===== src/rtl/cr16_fib_sequencer.sv =====
// Hard-coded control sequencer: loads two seed immediates, then issues ADDs that
// build a Fibonacci series r0..r(LAST_REG) in the cr16 register file, then parks.
module cr16_fib_sequencer #(
    parameter int                      DATA_WIDTH   = 16,
    parameter int                      ALU_OP_WIDTH = 4,
    parameter logic [ALU_OP_WIDTH-1:0] OP_ADD       = 4'h5,
    parameter logic [ALU_OP_WIDTH-1:0] OP_MOV       = 4'hD,
    parameter logic [DATA_WIDTH-1:0]   INIT_A       = 16'd0,
    parameter logic [DATA_WIDTH-1:0]   INIT_B       = 16'd1,
    parameter int                      LAST_REG     = 15
) (
    input  logic                    i_clk,
    input  logic                    i_rst,
    input  logic                    i_enable,
    input  logic [3:0]              i_sel,
    output logic [15:0]             o_wr_en,
    output logic [3:0]              o_rd_addr_a,
    output logic [3:0]              o_rd_addr_b,
    output logic [ALU_OP_WIDTH-1:0] o_alu_op,
    output logic                    o_imm_sel,
    output logic [DATA_WIDTH-1:0]   o_imm,
    output logic [3:0]              o_step,
    output logic                    o_done
);

    if (LAST_REG < 2 || LAST_REG > 15) begin : g_bad_last_reg
        $error("cr16_fib_sequencer: LAST_REG must lie in 2..15");
    end

    localparam logic [3:0] LAST_K = 4'(LAST_REG);

    typedef enum logic [2:0] {
        S_IDLE,
        S_INIT0,
        S_INIT1,
        S_COMPUTE,
        S_DONE
    } state_t;

    state_t      r_state;
    state_t      w_state_nxt;
    logic [3:0]  r_k;
    logic [3:0]  w_k_nxt;
    logic [15:0] w_wr_word;

    always_ff @(posedge i_clk or posedge i_rst) begin
        if (i_rst) begin
            r_state <= S_IDLE;
            r_k     <= 4'd0;
        end else begin
            r_state <= w_state_nxt;
            r_k     <= w_k_nxt;
        end
    end

    always_comb begin
        w_state_nxt = r_state;
        w_k_nxt     = r_k;
        if (i_enable) begin
            case (r_state)
                S_IDLE:  w_state_nxt = S_INIT0;
                S_INIT0: w_state_nxt = S_INIT1;
                S_INIT1: begin
                    w_state_nxt = S_COMPUTE;
                    w_k_nxt     = 4'd2;
                end
                S_COMPUTE: begin
                    if (r_k == LAST_K) begin
                        w_state_nxt = S_DONE;
                    end else begin
                        w_k_nxt = r_k + 4'd1;
                    end
                end
                S_DONE:  w_state_nxt = S_DONE;
                default: w_state_nxt = S_IDLE;
            endcase
        end
    end

    always_comb begin
        w_wr_word   = 16'h0000;
        o_rd_addr_a = 4'd0;
        o_rd_addr_b = 4'd0;
        o_alu_op    = OP_MOV;
        o_imm_sel   = 1'b0;
        o_imm       = '0;
        o_step      = 4'd0;
        o_done      = 1'b0;
        case (r_state)
            S_INIT0: begin
                w_wr_word = 16'h0001;
                o_imm_sel = 1'b1;
                o_imm     = INIT_A;
            end
            S_INIT1: begin
                w_wr_word = 16'h0002;
                o_imm_sel = 1'b1;
                o_imm     = INIT_B;
                o_step    = 4'd1;
            end
            S_COMPUTE: begin
                w_wr_word   = 16'h0001 << r_k;
                o_rd_addr_a = r_k - 4'd1;
                o_rd_addr_b = r_k - 4'd2;
                o_alu_op    = OP_ADD;
                o_step      = r_k;
            end
            S_DONE: begin
                o_rd_addr_a = i_sel;
                o_rd_addr_b = i_sel;
                o_step      = LAST_K;
                o_done      = 1'b1;
            end
            default: ;
        endcase
        // A stalled step must never commit to the register file.
        o_wr_en = i_enable ? w_wr_word : 16'h0000;
    end

endmodule

===== config.mk =====
export PLATFORM = sky130hd
export DESIGN_NAME = cr16_fib_sequencer
export DESIGN_NICKNAME = d
export VERILOG_FILES = /design/src/rtl/cr16_fib_sequencer.sv
export SDC_FILE = /design/constraint.sdc
export NUM_CORES = 1
export LEC_CHECK = 0
export BUFFER_PORTS_ARGS = -buffer_cell sky130_fd_sc_hd__buf_2
export CORE_MARGIN = 2
export CORE_UTILIZATION = 39
export DETAILED_ROUTE_END_ITERATION = 8
export PLACE_DENSITY = 0.76
export RECOVER_POWER = 25
export SLEW_MARGIN = 40
export SYNTH_ARGS = -nofsm -noshare
export SYNTH_HDL_FRONTEND = slang
export SYNTH_SLANG_ARGS = --single-unit

===== constraint.sdc =====
create_clock -name i_clk -period 1.25 [get_ports i_clk]
set_input_delay 0.0625 -clock i_clk [delete_from_list [all_inputs] [get_ports i_clk]]
set_output_delay 0.0625 -clock i_clk [all_outputs]
set_load 0.05 [all_outputs]

==> run metrics <==
post-DP HPWL around 2400 um; P per Cell Area about 2700 nW/um^2; RSZ-0062 raised after global routing yes; routed len/inst roughly 25 um; commonest cells in the netlist buf_4, and2_1, o21ai_0; Die Y approximately 54 um; mux contribution to synthesized area 0.01024; vias 1328; HP Start i_enable; fin area between 2000 and 2500 sq um; count of unique library cells instantiated by Yosys 37; max-cap viol count 0; Worst Setup Path Type reg2out; placed cell area between 1500 and 2000 sq um; grt ovf 0; synthesized flop and latch total 7; Initial Util 0.4017; Vias/cell about 5.6; outcome complete, but fails checks; Synth top area share 0.1793; shortest period the worst path allows approximately 1700 ps; vias in the first global route roughly 1400; CTS tree built; Startpoint Class flop; Crit Reg-Reg Endpoint r_k[3]$_DFFE_PP0P_; Synth Warn # 0; total CTS buffers 3; sequential cell area fraction in the yosys report 0.1793; drt initial violations 44; Critical Path AT 1680 ps; Primary FF master, synth dfrtp_1; largest family of logic cells by synthesized area simple AND/OR/NAND/NOR gates; Worst-path clk slew around 70 ps; Cells on Worst Hold Path 3; Die W 54.06 um; EDFF count, synth 0; top-count cell post-synth buf_4; clk_lat worst skew about 270 ps; cell row count 18; die area slightly below 3000 sq um; fraction of layout cells with a size suffix above 1 0.7816; largest net degree at the start of global routing 12; mean post-synth cell area between 7 and 8 sq um; Final Skew between 10 and 15 ps; H-tree depth 1; Hold Fails Final Rpt 0; Num Clock Sinks 7; Storage cell area about 180 sq um; Worst setup EP type output pin; Multi-input gate area 1127 sq um; drc violations 0; Hold WC Path Type in2reg; # fillers 64; Synth area leaders dfrtp_1, buf_4, ha_1; compound-gate portion of the synthesized area 0.1729; CP max stage cell dfrtp_1; r2r setup slk -410 ps; antenna violations before repair 0; Mapped Area roughly 1000 sq um; first-pass GRT wire length roughly 7300 um; CP peak stage delay 420 ps; Total GRT Usage 0.3652; core area 2432 sq um; min setup slack post-route -492.1 ps; critical-path cell list clkinvlp_4 -> ha_2 -> a21boi_2 -> xnor2_2 -> o21ai_4 -> buf_6; ant diodes 0; Placer Congestion between 0.8 and 0.9; Fmax about 0.57 GHz; Post-Layout Cell Count 236; synthesized instance count 126; simple-gate portion of the synthesized area 0.2586; Hold EP r_state[1]$_DFFE_PP0P_; Max Root-Sink Buffers 2; FF-to-FF path depth 5; CP Data Required Time between 1000 and 1500 ps; post-placement cell count between 200 and 250; failing checks negative setup slack; Port-buffer cells 38; cell taking the most area after synthesis dfrtp_1; period utilization 1.394; Area Growth Syn to Fin 136.4%; routed wire length around 5900 um; Post-Synth Adder-Cell Area 0.1280; Reg-to-Reg Start r_k[2]$_DFFE_PP0P_; Routed Antenna Nets 0; # setup viols final 39; Final nets 224; Ports 57; Slew Limit Fails 0; maximum VDD drop around 2.6 mV; DRT Pass-1 Iters 4; Lkg Pwr around 1.1 nW; Async SR Flop Fraction 1.000; root buf cell clkbuf_4; CP max FO 3; Setup TNS -14200 ps; xor/xnor cell area share of the yosys netlist 0.03585
-- state kept, by name (all words and copies together) (netlist names) --
register  count
r_state       3
r_k           4
-- routing by layer --
metal | track usage | part of all wire | vias up
met3 | 0.04444 | 0.071 | 34
met1 | 0.4279 | 0.38 | 640
met2 | 0.6606 | 0.49 | 103
met5 | 0 | 0 | -
li1 | - | - | 551
met4 | 0.1583 | 0.059 | 0
-- per-stage QoR --
stage,utilization,total power (W),hold slack (ps),setup WS [ps]
finish,0.9496,0.006194,228.9,-492.1
global route,0.9496,0.006336,238.9,-520.6
CTS,0.8858,0.005463,210.0,-396.1
detailed placement,0.6471,0.004075,17.66,-259.7
global placement,0.6471,0.003968,6.967,-193.8
floorplan,-,0.003216,-134.2,-424.7
-- logic make-up (layout without fill, tap and decap cells) --
kind of cell             count (synthesis)  after routing
flip-flops                               7              7
other                                    2             18
AO/OA/AOI/OAI                           28             28
adder cells (fa/ha/maj)                 10             10
multiplexers                             1              1
buffers and inverters                   32             96
XOR/XNOR                                 4              4
AND/OR/NAND/NOR                         42             42
-- worst max-delay path by stage --
stage	slack, ps	depth (start not counted)	to	from
after floorplan	-420	4	o_rd_addr_a[0]	r_state[1]$_DFFE_PP0P_
after global placement	-190	6	o_rd_addr_a[3]	r_k[1]$_DFFE_PP0P_
after detailed placement	-260	6	o_rd_addr_a[3]	r_k[2]$_DFFE_PP0P_
after CTS	-400	6	o_rd_addr_a[3]	r_k[2]$_DFFE_PP0P_
after global routing	-520	6	o_rd_addr_a[3]	r_k[2]$_DFFE_PP0P_
final	-490	6	o_rd_addr_a[3]	r_k[2]$_DFFE_PP0P_
-- critical path: cells and delay by family, from the launching register on --
| family | cells | cell delay [ps] |
|---|---|---|
| AOI/OAI and AO/OA | 2 | 320 |
| buffers and inverters | 2 | 320 |
| xor gates and xnor gates | 1 | 170 |
| DFF | 1 | 420 |
| adders and majority gates | 1 | 200 |
-- report_power, final --
part           switching [W]  internal (W)  leakage, nW
Combinational        0.00322       0.00226        0.970
Clock               0.000105      0.000123       0.0150
Sequential          0.000165      0.000315       0.0761
Total                0.00349       0.00270         1.06
-- timing repair --
item,4_1_cts,5_1_grt
setup buffers,12,7
cloned,1,0
endpoints found under the hold margin,7,0
endpoints found under the setup margin,38,39
pin swaps,25,9
resized for setup,126,26
hold buffers,1,0
-- area by class of cell --
cell class,count,area share
clock buffers,4,0.01138
inverters,7,0.01733
well taps,30,0.01625
repair buffers,84,0.3857
repair inverters,1,0.002709
flip-flops and latches,7,0.07855
multi-input cells,103,0.4881
-- cells in the final DEF (no fill, tap or decap), types with 2 or more instances in the layout --
master    instances
nor2_4            3
nor3_4            3
nand2_2           2
o21ai_0           2
dfrtp_2           5
clkbuf_4          3
inv_1             2
buf_8            17
nand2_4           3
a21oi_2           3
a21o_4            2
a21oi_4           3
buf_2             6
buf_12            2
inv_4             2
ha_1              3
inv_2             2
o21ai_4           8
ha_4              5
nor3b_4           2
buf_6            32
nand2_1           4
buf_4            26
and4_4            2
ha_2              2
nand3_1           2
conb_1           18
and2_4           11
xnor2_1           2
dfrtp_1           2
No activity file was read; power rests on OpenSTA's default activity.
